$ cat src/rtl/writeback_unit.sv
// Writeback stage: retires ALU results, waits on one outstanding data-bus load, formats it, drives the RF write port.
// Optional load timeout enabled by defining WB_LOAD_TIMEOUT_EN.
module writeback_unit #(
    parameter int unsigned TIMEOUT_CYCLES = 255
) (
    input  logic        clock,
    input  logic        reset,
    input  logic        mem_valid,
    input  logic        mem_regwrite,
    input  logic        mem_is_load,
    input  logic [4:0]  mem_rd,
    input  logic [2:0]  mem_funct3,
    input  logic [1:0]  mem_addr_lo,
    input  logic [31:0] mem_alu_result,
    input  logic        dbus_rvalid,
    input  logic [31:0] dbus_rdata,
    output logic        rf_wen,
    output logic [4:0]  rf_wa,
    output logic [31:0] rf_wd,
    output logic        wb_stall,
    output logic [4:0]  load_busy_rd,
    output logic        load_fault,
    output logic [31:0] retire_cnt
);

    typedef enum logic {
        IDLE      = 1'b0,
        WAIT_LOAD = 1'b1
    } state_t;

    state_t      state, state_next;
    logic [4:0]  ld_rd;
    logic [2:0]  ld_funct3;
    logic [1:0]  ld_addr;
    logic [7:0]  byte_lane;
    logic [15:0] half_lane;
    logic [31:0] load_data;
    logic        accept_alu, issue_load, load_done, load_abort;

    if (TIMEOUT_CYCLES < 1 || TIMEOUT_CYCLES > 65535) begin : g_bad_timeout
        $error("TIMEOUT_CYCLES out of range 1..65535");
    end

    assign wb_stall     = (state == WAIT_LOAD);
    assign load_busy_rd = ld_rd;

    always_comb begin
        byte_lane = dbus_rdata[7:0];
        case (ld_addr)
            2'd0:    byte_lane = dbus_rdata[7:0];
            2'd1:    byte_lane = dbus_rdata[15:8];
            2'd2:    byte_lane = dbus_rdata[23:16];
            default: byte_lane = dbus_rdata[31:24];
        endcase
        half_lane = ld_addr[1] ? dbus_rdata[31:16] : dbus_rdata[15:0];
    end

    // Unsupported funct3 encodings fall through to a full-word load.
    always_comb begin
        load_data = dbus_rdata;
        case (ld_funct3)
            3'b000:  load_data = {{24{byte_lane[7]}}, byte_lane};
            3'b001:  load_data = {{16{half_lane[15]}}, half_lane};
            3'b100:  load_data = {24'd0, byte_lane};
            3'b101:  load_data = {16'd0, half_lane};
            default: load_data = dbus_rdata;
        endcase
    end

`ifdef WB_LOAD_TIMEOUT_EN
    logic [15:0] wait_cnt;
    logic        fault;

    // rvalid on the expiry cycle takes priority and completes normally.
    assign load_abort = (state == WAIT_LOAD) && !dbus_rvalid
                        && (wait_cnt == 16'(TIMEOUT_CYCLES - 1));
    assign load_fault = fault;

    always_ff @(posedge clock or negedge reset) begin
        if (!reset) begin
            wait_cnt <= '0;
            fault    <= 1'b0;
        end else begin
            fault <= load_abort;
            if (issue_load)
                wait_cnt <= '0;
            else if (state == WAIT_LOAD && !dbus_rvalid)
                wait_cnt <= wait_cnt + 16'd1;
        end
    end
`else
    assign load_abort = 1'b0;
    assign load_fault = 1'b0;
`endif

    always_ff @(posedge clock or negedge reset) begin
        if (!reset)
            state <= IDLE;
        else
            state <= state_next;
    end

    always_comb begin
        state_next = state;
        accept_alu = 1'b0;
        issue_load = 1'b0;
        load_done  = 1'b0;
        case (state)
            IDLE: begin
                if (mem_valid) begin
                    if (mem_is_load) begin
                        issue_load = 1'b1;
                        state_next = WAIT_LOAD;
                    end else begin
                        accept_alu = 1'b1;
                    end
                end
            end
            WAIT_LOAD: begin
                if (dbus_rvalid) begin
                    load_done  = 1'b1;
                    state_next = IDLE;
                end else if (load_abort) begin
                    state_next = IDLE;
                end
            end
            default: state_next = IDLE;
        endcase
    end

    always_ff @(posedge clock or negedge reset) begin
        if (!reset) begin
            rf_wen     <= 1'b0;
            rf_wa      <= '0;
            rf_wd      <= '0;
            retire_cnt <= '0;
            ld_rd      <= '0;
            ld_funct3  <= '0;
            ld_addr    <= '0;
        end else begin
            rf_wen <= 1'b0;
            if (accept_alu) begin
                retire_cnt <= retire_cnt + 32'd1;
                if (mem_regwrite && mem_rd != 5'd0) begin
                    rf_wen <= 1'b1;
                    rf_wa  <= mem_rd;
                    rf_wd  <= mem_alu_result;
                end
            end
            if (issue_load) begin
                ld_rd     <= mem_regwrite ? mem_rd : 5'd0;
                ld_funct3 <= mem_funct3;
                ld_addr   <= mem_addr_lo;
            end
            if (load_done) begin
                retire_cnt <= retire_cnt + 32'd1;
                ld_rd      <= '0;
                if (ld_rd != 5'd0) begin
                    rf_wen <= 1'b1;
                    rf_wa  <= ld_rd;
                    rf_wd  <= load_data;
                end
            end else if (load_abort) begin
                ld_rd <= '0;
                if (ld_rd != 5'd0) begin
                    rf_wen <= 1'b1;
                    rf_wa  <= ld_rd;
                    rf_wd  <= '0;
                end
            end
        end
    end

endmodule
$ cat config.mk
export PLATFORM = sky130hd
export DESIGN_NAME = writeback_unit
export DESIGN_NICKNAME = d
export VERILOG_FILES = /design/src/rtl/writeback_unit.sv
export SDC_FILE = /design/constraint.sdc
export NUM_CORES = 1
export LEC_CHECK = 0
export ABC_AREA = 1
export BUFFER_PORTS_ARGS = -buffer_cell sky130_fd_sc_hd__buf_2
export CORE_MARGIN = 3
export CORE_UTILIZATION = 51
export CTS_CLUSTER_DIAMETER = 150
export CTS_CLUSTER_SIZE = 10
export DETAILED_ROUTE_END_ITERATION = 6
export HOLD_SLACK_MARGIN = 0.03
export PLACE_DENSITY = 0.8
export RECOVER_POWER = 50
export SLEW_MARGIN = 10
export SYNTH_ARGS = -nofsm -noshare
export SYNTH_HDL_FRONTEND = slang
export SYNTH_SLANG_ARGS = --single-unit
export TNS_END_PERCENT = 20
$ cat constraint.sdc
create_clock -name clock -period 1.9 [get_ports clock]
set_input_delay 0.19 -clock clock [delete_from_list [all_inputs] [get_ports clock]]
set_output_delay 0.19 -clock clock [all_outputs]
set_load 0.02 [all_outputs]
==> summary.md, run 1 <==
| Metric | Value |
|---|---|
| Core area | 0.009459 mm² |
| CP startpoint kind | flop |
| Place WS | 0.2095 ns |
| Ys Warns | 0 |
| Post-Syn Nets | 809 |
| Pwr dens | 981.7 mW/mm² |
| Yosys top cell by area | dfrtp_1 |
| I/O pins | 157 |
| Final global-route overflow total | 0 |
| Synth cell count leaders | nand2_1, inv_1, dfrtp_1 |
| H-Tree Depth | 3 |
| Netlist cell types | 38 |
| Total track usage | 26.79% |
| Drt initial violations | 405 |
| Max cap viols | 0 |
| Clock latency on the worst-skew pair | 0.35 ns |
| Net count, final | 957 |
| Layout cells sized above 1 | 19.34% |
| Most numerous cell in the Yosys netlist | nand2_1 |
| Comb power frac | 40.3% |
| Peak VDD IR | 0.6242 mV |
| Sw Ratio | 43.02% |
| Max transition margin | 46.43% |
| Final hold vios | 0 |
| Hold WC Path Type | in2reg |
| CP Cell Sequence | inv_2 -> nand3_4 -> nand2_4 -> nand3_4 -> nor2_4 -> nand3_1 -> nand2_1 -> nand2_1 |
| Ys async rst share | 100.0% |
| Ant diodes | 0 |
| Max FO, Critical Path | 16 |
| Pre-antenna DRT Iters | 7 |
| Residual DRC | 0 |
| Drt via density | 5.273 |
| Fin crit period | 1.669 ns |
| Largest net degree at the start of global routing | 56 |
| Critical path arrival | 1.91 ns |
| Setup violators final | 0 |
| Routed WL | 14730 µm |
| Row count | 35 |
| Vias in the first global route | 5165 |
| Max Buffers Root-to-Sink | 2 |
| Internal power | 3.379 mW |
| First-pass GRT wire length | 24560 µm |
| Pins Over Slew Limit | 0 |
| CP Capture Type | flop |
| CP Data Required Time | 2.14 ns |
| Worst path bufs/invs | 1 |
| P_leak | 3.353 nW |
| Area growth from synthesis to final layout | 18.45% |
| Die Width | 106 µm |
| CTS Sinks | 81 |
| Fmax | 0.5993 GHz |
| Clock share of power | 17.9% |
| # Post-CTS Setup Buffers | 0 |
| Post-synth top area share | 39.74% |
| Die height | 106 µm |
| Tightest Pin Transition | 0.8035 ns |
| Starting Density | 53.92% |
| Gate Count Post-Synth | 728 |
| Final core utilization | 63.86% |
| CP max-delay cell | dfrtp_1 |
| Setup WS post-layout | 0.2314 ns |
| Detailed placer's ending HPWL | 11170 µm |
| DR vias | 5315 |
| CTS Buf Count | 9 |
| Synth top area cells | dfrtp_1, nand2_1, inv_1 |
| Status | complete, no violations |
| Wire per inst | 14.61 µm |
| Avg Inst Size Synth | 7.005 µm² |
| GP Congestion | 0.9180 |
| Port Buffers | 155 |
| DIE AREA | 0.01124 mm² |
| Clock skew | 0.006903 ns |
| Register area share after synthesis | 39.74% |
| RSZ-0062 raised after global routing | no |
| Total power | 5.930 mW |
| Sequential Power Share | 41.8% |
| Final period utilization | 87.82% |
| Antenna violations before repair | 0 |
| EDFF count, synth | 0 |
| CTS tree | yes |
| Top FF cell, synth | dfrtp_1 |
| TNS Setup | 0 ns |
| Routed Antenna Nets | 0 |
| #FFs+latches synth | 81 |
| Clk pin slew, worst setup/hold paths | 0.08 ns |
| CP Class | reg2reg |
| Mapped Area | 0.005100 mm² |
| Net Sw Power | 2.551 mW |
| CP peak stage delay | 0.42 ns |
| CP top delay family | simple AND/OR/NAND/NOR gates |
| Root Buffer | clkbuf_8 |
per-layer routing:
metal  wire (µm)  part of all wire (%)  up-vias  global-route usage [%]
li1            -                     -     2581                       -
met1        6402                    43     2491                   36.01
met2        6887                    47      212                   43.76
met3        1063                   7.2       31                   3.764
met4         374                   2.5        0                   10.82
met5           0                     0        -                       0
sequential cells by signal (all words and copies together), names as in the netlist:
name and flops:
wb_stall 1, rf_wd 32, rf_wen 1, rf_wa 5, load_busy_rd 5, ld_funct3 3
retire_cnt 32, ld_addr 2
power groups by stage:
| stage | clock network (mW) | registers (mW) | logic (mW) |
|---|---|---|---|
| floorplan | 0 | 2.97 | 1.16 |
| CTS | 1.09 | 2.46 | 2.49 |
| detailed placement | 0 | 2.49 | 2.48 |
| finish | 1.06 | 2.48 | 2.39 |
| global placement | 0 | 2.47 | 2.42 |
| global route | 1.15 | 2.54 | 2.67 |
final timing paths:
path	startpoint	cells past startpoint	endpoint	slack [ns]
setup / recovery	wb_stall$_DFF_PN0_	8	retire_cnt[27]$_DFFE_PN0P_	0.23
hold / removal	dbus_rvalid	2	wb_stall$_DFF_PN0_	0.05
setup reg to reg	wb_stall$_DFF_PN0_	8	retire_cnt[27]$_DFFE_PN0P_	0.23
hold reg to reg	retire_cnt[6]$_DFFE_PN0P_	1	retire_cnt[6]$_DFFE_PN0P_	0.54
max in group asynchronous	reset	3	rf_wd[29]$_DFF_PN0_	0.36
min in group asynchronous	reset	2	rf_wd[24]$_DFF_PN0_	0.49
cell type report:
cell class	instances	area [µm²]
Fill cell	898	3418
Multi-Input combinational cell	512	2492
Sequential cell	81	2027
Timing Repair Buffer	166	810.8
Inverter	106	397.9
Tap cell	129	161.4
Clock buffer	11	131.4
Clock inverter	3	20.02
logic make-up after synthesis:
kind of cell    after synthesis  share of synthesized area, %
compound gates               66                         7.777
xor+xnor                     15                         2.723
fa+ha+maj                     1                        0.2453
buf+inv                     135                         11.58
flops                        81                         39.74
mux                           1                        0.2208
other cells                   1                       0.07353
simple gates                428                         37.63
cell usage in the layout (no fill, tap or decap), types with 2 or more instances in the layout:
master,n
nor2_2,4
nand3b_1,6
xor2_1,6
buf_2,116
buf_4,8
clkbuf_1,40
nand3_2,5
o211ai_1,16
xnor2_1,8
nand2_1,251
a22oi_1,8
a21oi_1,13
inv_1,102
nand4_1,9
inv_2,4
dfrtp_1,81
nor2_4,5
o21ai_1,2
o22ai_1,3
nor2_1,60
nand3_4,3
clkinvlp_4,2
clkbuf_8,9
nand2_2,3
nor3_1,3
nand2_4,2
o21ai_0,23
nand3_1,71
clkbuf_2,2
stage by stage:
stage	cell area, µm²	hold WS, ns	cells
final	6041	0.05331	1008
after global routing	6041	0.06611	1008
after CTS	6096	0.03986	1008
after detailed placement	5934	0.1616	993
after global placement	5934	0.1515	993
after floorplan	5100	-0.1056	728
timing repair:
item / CTS / global route
hold buffers: 1 / 0
setup endpoints to repair: 0 / 5
endpoints found under the hold margin: 28 / 0
gates resized for setup: 0 / 2
No activity file was read; power rests on OpenSTA's default activity.
==> run 2: changes to the inputs <==
--- a/config.mk
+++ b/config.mk
@@ -9,2 +9,3 @@
 export BUFFER_PORTS_ARGS = -buffer_cell sky130_fd_sc_hd__buf_2
+export CORE_ASPECT_RATIO = 0.75
 export CORE_MARGIN = 3
==> constraint.sdc (replaced) <==
create_clock -name clock -period 1.6 [get_ports clock]
set_input_delay 0.16 -clock clock [delete_from_list [all_inputs] [get_ports clock]]
set_output_delay 0.16 -clock clock [all_outputs]
set_load 0.005 [all_outputs]
==> summary.md, run 2 (synthesized netlist as in run 1, its figures left out) <==
| Metric | Value |
|---|---|
| Status | complete, no violations |
| Area after DPL | 0.006006 mm² (+1.2%) |
| Largest regs | retire_cnt x32, rf_wd x32 |
| I/O pins | 157 (unchanged) |
| H-Tree Depth | 3 (unchanged) |
| CP max-delay cell | dfrtp_1 |
| Commonest non-fill, non-tap cells in the layout | nand2_1, buf_2, inv_1 |
| Clock latency on the worst-skew pair | 0.34 ns (about the same) |
| Pre-antenna DRT Iters | 5 (-2) |
| Fin crit period | 1.551 ns (-0.1176 ns) |
| Tightest Pin Transition | 0.7507 ns (-0.05285 ns) |
| RSZ-0062 raised after global routing | yes |
| P_leak | 3.562 nW (+6.2%) |
| Clock skew | 0.005746 ns (-0.001157 ns) |
| Peak VDD IR | 0.7551 mV (+21%) |
| Comb power frac | 33.0% (-7.3 points) |
| Met3 Use GR | 5.006% (+1.2 points) |
| Largest net degree at the start of global routing | 56 (unchanged) |
| Residual DRC | 0 (unchanged) |
| CTS Sinks | 81 (unchanged) |
| Drt via density | 5.267 (-0.12%) |
| Max cap viols | 0 (unchanged) |
| Critical path arrival | 1.77 ns (-0.14 ns) |
| Max Buffers Root-to-Sink | 2 (unchanged) |
| Core area | 0.009384 mm² (-0.79%) |
| CTS tree | yes |
| DR vias | 5393 (+1.5%) |
| Clock share of power | 26.5% (+8.6 points) |
| Final hold vios | 0 (unchanged) |
| Global routing's busiest layer | met2 |
| Final period utilization | 96.93% (+9.1 points) |
| Fmax | 0.6448 GHz (+7.6%) |
| Starting Density | 54.35% (+0.43 points) |
| GR Util met1 | 41.33% (+5.3 points) |
| Wire per inst | 15.34 µm (+5.0%) |
| Pins Over Slew Limit | 0 (unchanged) |
| Row count | 30 (-14%) |
| CP top delay family | simple AND/OR/NAND/NOR gates |
| Antenna violations before repair | 0 (unchanged) |
| Die height | 92.60 µm (-13%) |
| CP startpoint kind | flop |
| Clk pin slew, worst setup/hold paths | 0.06 ns (-0.02 ns) |
| Setup violators final | 0 (unchanged) |
| CP Capture Type | flop |
| GP Congestion | 0.9796 (+6.7%) |
| CP Cell Sequence | nand4_1 -> nor2_4 -> nand3b_1 -> xnor2_1 |
| Worst path bufs/invs | 0 (-1) |
| Net Sw Power | 2.656 mW (+4.1%) |
| CP Class | reg2reg |
| Sw Ratio | 36.02% (-7.0 points) |
| Total track usage | 27.72% (+0.92 points) |
| Layout cells sized above 1 | 25.00% (+5.7 points) |
| Final core utilization | 68.60% (+4.7 points) |
| Seq. cell area | 0.002033 mm² (+0.31%) |
| Port Buffers | 155 (unchanged) |
| Max transition margin | 49.96% (+3.5 points) |
| Internal power | 4.717 mW (+40%) |
| Die Width | 121.5 µm (+15%) |
| CP peak stage delay | 0.45 ns (+0.03 ns) |
| Area growth from synthesis to final layout | 26.23% |
| Pwr dens | 1145 mW/mm² (+17%) |
| Hold WC Path Type | in2reg |
| Detailed placer's ending HPWL | 11590 µm (+3.8%) |
| First-pass GRT wire length | 24760 µm (+0.81%) |
| Ant diodes | 0 (unchanged) |
| Root Buffer | clkbuf_16 |
| DIE AREA | 0.01125 mm² (+0.11%) |
| Multi-input gate area | 0.002605 mm² (+4.5%) |
| Routing usage on met2 | 41.38% (-2.4 points) |
| CTS Buf Count | 9 (unchanged) |
| Commonest non-fill, non-tap cell in the layout | nand2_1 |
| Vias in the first global route | 4975 (-3.7%) |
| Routed WL | 15700 µm (+6.6%) |
| Net count, final | 972 (+1.6%) |
| Max FO, Critical Path | 5 (-11) |
| CP Data Required Time | 1.82 ns (-0.32 ns) |
| Sequential Power Share | 40.4% (-1.4 points) |
| Routed Antenna Nets | 0 (unchanged) |
| Drt initial violations | 565 (+40%) |
| Hold WS | 0.04923 ns (-0.004075 ns) |
| Design area | 0.006437 mm² (+6.6%) |
| Final global-route overflow total | 0 (unchanged) |
| # fillers | 822 (-8.5%) |
run 2: changes by cell type in the layout (fill, tap and decap cells not counted), moves of 3 or more:
| cell | previous run | this run |
|---|---|---|
| buf_4 | 8 | 15 |
| nor2_2 | 4 | 7 |
| o21ai_0 | 23 | 19 |
| nor2_4 | 5 | 9 |
| buf_2 | 116 | 137 |
| clkbuf_16 | 0 | 9 |
| clkbuf_1 | 40 | 18 |
| nor2_1 | 60 | 54 |
| o21ai_1 | 2 | 6 |
| dfrtp_2 | 0 | 5 |
| dfrtp_1 | 81 | 76 |
| nand2_8 | 0 | 3 |
| clkbuf_8 | 9 | 2 |
run 2: power groups by stage:
| stage | Clock (mW) | Combinational (mW) | Sequential (mW) |
|---|---|---|---|
| after CTS | 2.00 | 2.43 | 2.96 |
| after global placement | 0 | 2.33 | 2.99 |
| final | 1.96 | 2.44 | 2.98 |
| after global routing | 2.10 | 2.75 | 3.04 |
| after floorplan | 0 | 1.38 | 2.96 |
| after detailed placement | 0 | 2.41 | 2.98 |
run 2: per-layer routing:
metal  vias up  share of wire (%)
met5         -                  0
met4         0                1.3
met3        16                8.4
met2       254                 45
met1      2508                 45
li1       2615                  -
run 2: cell type report:
type | count | area share [%]
Multi-Input combinational cell | 515 | 40.47
Sequential cell | 81 | 31.58
Clock buffer | 12 | 3.984
Clock inverter | 4 | 0.4082
Inverter | 106 | 6.200
Tap cell | 128 | 2.488
Timing Repair Buffer | 178 | 14.87
run 2: worst paths after layout:
path | startpoint | to | slack, ns | depth (start not counted)
max in group asynchronous | reset | wb_stall$_DFF_PN0_ | 0.23 | 3
hold reg to reg | rf_wd[7]$_DFF_PN0_ | rf_wd[7]$_DFF_PN0_ | 0.51 | 2
setup / recovery | retire_cnt[8]$_DFFE_PN0P_ | retire_cnt[13]$_DFFE_PN0P_ | 0.05 | 4
hold / removal | mem_funct3[2] | ld_funct3[2]$_DFFE_PN0P_ | 0.05 | 2
min in group asynchronous | reset | ld_funct3[0]$_DFFE_PN0P_ | 0.42 | 2
setup reg to reg | retire_cnt[8]$_DFFE_PN0P_ | retire_cnt[13]$_DFFE_PN0P_ | 0.05 | 4
run 2: through the flow:
stage	total power, mW	instances	setup TNS (ns)	setup WS, ns
floorplan	4.337	728	0	0.1735
global placement	5.322	1000	0	0.05299
detailed placement	5.394	1000	-0.009944	-0.006752
CTS	7.384	1017	0	0.02792
global route	7.900	1024	-0.2946	-0.05745
finish	7.373	1024	0	0.04906
run 2: what timing repair did:
item	CTS	global route
endpoints found under the setup margin	2	52
hold buffers	1	0
pin swaps	0	5
hold endpoints to repair	28	0
setup buffers	0	4
cloned	0	3
gates resized for setup	1	35
